**config.mk**
```make
export PLATFORM = sky130hd
export DESIGN_NAME = display7_scan
export DESIGN_NICKNAME = d
export VERILOG_FILES = /design/src/rtl/display7_scan.sv
export SDC_FILE = /design/constraint.sdc
export NUM_CORES = 1
export LEC_CHECK = 0
export BUFFER_PORTS_ARGS = -buffer_cell sky130_fd_sc_hd__buf_4
export CORE_MARGIN = 1.5
export CORE_UTILIZATION = 30
export DETAILED_ROUTE_END_ITERATION = 8
export SETUP_SLACK_MARGIN = 0.05
export SYNTH_ARGS = -nofsm -noshare
export SYNTH_HDL_FRONTEND = slang
export SYNTH_SLANG_ARGS = --single-unit
```
**constraint.sdc**
```tcl
create_clock -name iClk -period 5.6 [get_ports iClk]
set_input_delay 0 -clock iClk [delete_from_list [all_inputs] [get_ports iClk]]
set_output_delay 0 -clock iClk [all_outputs]
set_load 0.05 [all_outputs]
```
**src/rtl/display7_scan.sv**
```systemverilog
`default_nettype none
// ============================================================================
//  Module   : display7_scan
//  Brief    : Time-multiplexed common-anode 7-segment scanner with per-digit
//             decimal point, blanking and anode dead-time.
//  Revision : 1.0 - initial release
// ============================================================================
module display7_scan #(
    parameter int DIGITS  = 4,
    parameter int CLK_DIV = 50000,
    parameter int DEAD    = 2,
    parameter int HEX_EN  = 1
) (
    input  logic                  iClk,
    input  logic                  iRst_n,
    input  logic [4*DIGITS-1:0]   iData,
    input  logic [DIGITS-1:0]     iDp,
    input  logic [DIGITS-1:0]     iBlank,
    input  logic                  iLoad,
    output logic [6:0]            oSeg,
    output logic                  oDp,
    output logic [DIGITS-1:0]     oAn
);

    localparam int CNT_W = $clog2(CLK_DIV);
    localparam int IDX_W = (DIGITS > 1) ? $clog2(DIGITS) : 1;

    localparam logic [CNT_W-1:0] c_CNT_MAX = CNT_W'(CLK_DIV - 1);
    localparam logic [IDX_W-1:0] c_IDX_MAX = IDX_W'(DIGITS - 1);
    localparam logic [6:0]       c_SEG_OFF = 7'b1111111;

    // Snapshot registers
    logic [DIGITS-1:0][3:0] r_data;
    logic [DIGITS-1:0]      r_dp;
    logic [DIGITS-1:0]      r_blank;

    // Scan position
    logic [CNT_W-1:0]       r_cnt;
    logic [IDX_W-1:0]       r_idx;

    // Registered pin drivers
    logic [DIGITS-1:0]      r_an;
    logic [6:0]             r_seg;
    logic                   r_dp_out;

    logic                   w_dead;
    logic [3:0]             w_nib;
    logic                   w_dp_sel;
    logic                   w_blank_sel;
    logic [DIGITS-1:0]      w_an;
    logic [6:0]             w_seg;
    logic                   w_dp_out;

    // Active-low g..a glyphs; hex letters collapse to dark when HEX_EN=0.
    function automatic logic [6:0] f_decode(input logic [3:0] i_nib);
        logic [6:0] v_seg;
        v_seg = c_SEG_OFF;
        case (i_nib)
            4'h0: v_seg = 7'b1000000;
            4'h1: v_seg = 7'b1111001;
            4'h2: v_seg = 7'b0100100;
            4'h3: v_seg = 7'b0110000;
            4'h4: v_seg = 7'b0011001;
            4'h5: v_seg = 7'b0010010;
            4'h6: v_seg = 7'b0000010;
            4'h7: v_seg = 7'b1111000;
            4'h8: v_seg = 7'b0000000;
            4'h9: v_seg = 7'b0010000;
            4'hA: v_seg = (HEX_EN != 0) ? 7'b0001000 : c_SEG_OFF;
            4'hB: v_seg = (HEX_EN != 0) ? 7'b0000011 : c_SEG_OFF;
            4'hC: v_seg = (HEX_EN != 0) ? 7'b1000110 : c_SEG_OFF;
            4'hD: v_seg = (HEX_EN != 0) ? 7'b0100001 : c_SEG_OFF;
            4'hE: v_seg = (HEX_EN != 0) ? 7'b0000110 : c_SEG_OFF;
            4'hF: v_seg = (HEX_EN != 0) ? 7'b0001110 : c_SEG_OFF;
            default: v_seg = c_SEG_OFF;
        endcase
        return v_seg;
    endfunction

    // All three snapshot fields load on the same edge so a digit is never torn.
    always_ff @(posedge iClk or negedge iRst_n) begin
        if (!iRst_n) begin
            r_data  <= '0;
            r_dp    <= '0;
            r_blank <= '0;
        end else if (iLoad) begin
            r_data  <= iData;
            r_dp    <= iDp;
            r_blank <= iBlank;
        end
    end

    always_ff @(posedge iClk or negedge iRst_n) begin
        if (!iRst_n) begin
            r_cnt <= '0;
            r_idx <= '0;
        end else if (r_cnt == c_CNT_MAX) begin
            r_cnt <= '0;
            r_idx <= (r_idx == c_IDX_MAX) ? '0 : r_idx + 1'b1;
        end else begin
            r_cnt <= r_cnt + 1'b1;
        end
    end

    generate
        if (DEAD > 0) begin : g_dead
            assign w_dead = (r_cnt < CNT_W'(DEAD));
        end else begin : g_no_dead
            assign w_dead = 1'b0;
        end
    endgenerate

    always_comb begin
        w_nib       = 4'h0;
        w_dp_sel    = 1'b0;
        w_blank_sel = 1'b0;
        for (int k = 0; k < DIGITS; k++) begin
            if (r_idx == IDX_W'(k)) begin
                w_nib       = r_data[k];
                w_dp_sel    = r_dp[k];
                w_blank_sel = r_blank[k];
            end
        end
    end

    // Anodes derive from a single index compare, so at most one is ever low.
    always_comb begin
        w_an     = '1;
        w_seg    = c_SEG_OFF;
        w_dp_out = 1'b1;
        if (!w_dead) begin
            for (int k = 0; k < DIGITS; k++) begin
                w_an[k] = (r_idx != IDX_W'(k));
            end
            if (!w_blank_sel) begin
                w_seg    = f_decode(w_nib);
                w_dp_out = ~w_dp_sel;
            end
        end
    end

    always_ff @(posedge iClk or negedge iRst_n) begin
        if (!iRst_n) begin
            r_an     <= '1;
            r_seg    <= c_SEG_OFF;
            r_dp_out <= 1'b1;
        end else begin
            r_an     <= w_an;
            r_seg    <= w_seg;
            r_dp_out <= w_dp_out;
        end
    end

    assign oAn  = r_an;
    assign oSeg = r_seg;
    assign oDp  = r_dp_out;

endmodule
`default_nettype wire

```
==> flow_summary.yaml <==
hold_path:
  hold_depth: 2
  hold_path.class: "in -> reg"
sta:
  rsz0062_at_grt: "false"
  timing.final.ws_setup_ns: 2.96
  max_freq_mhz: 379
  finalCritPeriodShare: 0.472
  hold_viol_final: 0
  final.setup_skew_ns: 0.0136
  period_minus_slack_ns: 2.64
  fin_tns_setup_ns: 0
  worst_pin_slew_ns: 0.747
  relSlewSlack: 0.501
  finalMaxSlewViolations: 0
  finalSetupViolCount: 0
critical_path:
  cp_max_fo: 10
  worst-r2r-cell-count: 10
  critPathArrivalTime_ns: 2.87
  reg2reg_slack_ns: 2.96
  critPathCaptureType: "register"
  crit_type: "reg -> reg"
  start_kind: "register"
  crit_required_ns: 5.83
cells_and_area:
  utilization: 0.396
  areaGrowthSynthToFinish_pct: 27.1
  most-common-layout-cells: "dfrtp_1, buf_4, dlygate4sd3_1, mux2_2"
  fin_nets: 324
  fillCellCount: 799
  diodes: 0
  drive_gt1_frac: 0.303
  mostFrequentLayoutCell: "dfrtp_1"
  finalNonFillerCells: 392
power:
  power_density_nw_per_um2: 242
  p_leak_nw: 1.46
  ir_drop_uv: 83.8
placement:
  globalplace.congestion: 0.781
  dp_hpwl_mm: 3.65
  pre_cts_ws_ns: 3.02
  dp_cells: 359
  portBuffers: 38
cts:
  cts_made_buffers: 5
  clock_sinks: 54
  root_buffer: "clkbuf_8"
  clk_pin_slew_worst_paths_ns: 0.10
  htreeDepth: 2
  clock_latency_ns: 0.31
  cts_tree: "done"
  hold_buffers: 25
  post_cts_buffers: 0
  cts_max_path_buffers: 2
  cts_resized: 0
die:
  num_io_pins: 39
  dieArea_um2: 9180
  initial_core_util: 0.311
  die_w_um: 95.8
  rows: 33
  die_h_um: 95.8
  core_area_um2: 8300
synth:
  ys_seq_elements: 54
  synth_warnings: 0
  postSynthCellCount: 224
  syn_nets: 262
  ys_types: 43
  avgSynthCellArea_um2: 11.5
  syn-cell-area_um2: 2580
  yosysSeqAreaShare: 0.529
route:
  drc: 0
  wire_per_inst_um: 13.4
  routed_wl_mm: 5.25
  viasPerCell: 4.67
  drt_pass1_iterations: 4
  postRouteAntennaNets: 0
  vias: 1832
  drtIter0Drc: 57
grt:
  grt.total_usage: 0.124
  grt_pass1_wl_mm: 8.67
  grt_max_degree: 55
  antenna_found_initial: 0
  grt_overflow_total: 0
  grt_pass1_vias: 1851
flow_run:
  max_cap_viol_count: 0
status:
  status: "finished, final reports clean"
==> power by group <==
| part | leakage [nW] | total, mW | switching, mW | internal [mW] |
|---|---|---|---|---|
| sequential | 0.644 | 0.435 | 0.0132 | 0.422 |
| clock | 0.0452 | 0.213 | 0.124 | 0.0885 |
| combinational | 0.770 | 0.147 | 0.0799 | 0.0668 |
==> layer usage <==
layer  wire (um)  global-route usage
met1        2420               0.160
met2        2530               0.207
met3         229              0.0284
met4          68              0.0380
met5           0                   0
==> worst max-delay path, cell delays in order (launching register included) <==
cell	delay (ns)
dfrtp_1	0.38
inv_1	0.08
ha_1	0.29
nor2b_1	0.31
a22oi_1	0.11
a21oi_1	0.47
inv_1	0.17
ha_1	0.34
nor2_1	0.12
a211oi_1	0.06
o21ai_0	0.22
==> per-stage QoR <==
| step | power [mW] | hold slack [ns] | instance area, um2 |
|---|---|---|---|
| after CTS | 0.805 | 0.128 | 3290 |
| after global placement | 0.575 | 0.0926 | 2950 |
| after detailed placement | 0.577 | 0.0906 | 2950 |
| after global routing | 0.838 | 0.128 | 3290 |
| final | 0.794 | 0.131 | 3290 |
| after floorplan | 0.527 | -0.296 | 2580 |
==> worst paths after layout <==
path,start,to
min,iLoad,r_blank[2]$_DFFE_PN0P_
min reg2reg,r_cnt[0]$_DFF_PN0_,r_cnt[0]$_DFF_PN0_
max,r_idx[1]$_DFFE_PN0N_,oSeg[3]$_DFF_PN1_
min in group asynchronous,iRst_n,r_data[2]$_DFFE_PN0P_
max reg2reg,r_idx[1]$_DFFE_PN0N_,oSeg[3]$_DFF_PN1_
max in group asynchronous,iRst_n,r_blank[0]$_DFFE_PN0P_
==> cells in the mapped netlist <==
cell,number,area [um2]
ha_1,11,138
dfrtp_1,42,1050
dfstp_2,12,315
nor4_1,2,12.5
nand4_1,3,18.8
o22ai_1,2,12.5
mux2i_1,2,20.0
xor2_1,9,78.8
nand2b_4,1,13.8
buf_4,1,7.51
or4_1,1,7.51
o21ai_1,1,5.00
xnor2_1,4,35.0
nand3b_1,3,22.5
o21ai_0,4,20.0
buf_2,1,5.00
o21a_4,1,15.0
inv_1,9,33.8
a22oi_1,2,15.0
nand3_1,10,50.1
mux2_2,23,259
nand2_1,18,67.6
a211oi_1,3,22.5
buf_6,1,11.3
nor2_1,18,67.6
buf_1,1,3.75
a311oi_2,1,15.0
and2_2,1,7.51
a21oi_1,8,40.0
nand2b_1,2,12.5
o221ai_1,4,35.0
nor4_2,1,12.5
clkbuf_8,1,13.8
o31ai_1,1,7.51
a21o_1,1,7.51
a211oi_2,1,12.5
a311o_2,1,11.3
clkbuf_1,3,11.3
a221oi_1,1,8.76
a211o_1,1,8.76
nor3_1,4,20.0
nor3b_1,2,15.0
nor2b_1,6,37.5
==> layout make-up <==
type,count,area (um2),share of cell area
clock buffer,6,72.6,0.0221
inverter,9,33.8,0.0103
multi-input combinational,153,1130,0.345
tap,105,131,0.0400
clock inverter,2,13.8,0.00419
timing repair buffer,63,536,0.163
sequential,54,1370,0.416
==> registers in the layout, indices dropped and copies added, names as in the netlist <==
name     count
oAn          4
oDp          1
oSeg         7
r_blank      4
r_cnt       16
r_data      16
r_dp         4
r_idx        2
==> cells by family (layout without fill, tap and decap cells) <==
logic type	Yosys count	count (layout)	share of synthesized area
XOR/XNOR	13	13	0.0440
AO/OA/AOI/OAI	32	32	0.0915
buffers and inverters	17	80	0.0334
AND/OR/NAND/NOR	72	72	0.141
adder cells (fa/ha/maj)	11	11	0.0532
multiplexers	25	25	0.108
flip-flops	54	54	0.529
Power figures use the tool's default switching activity.
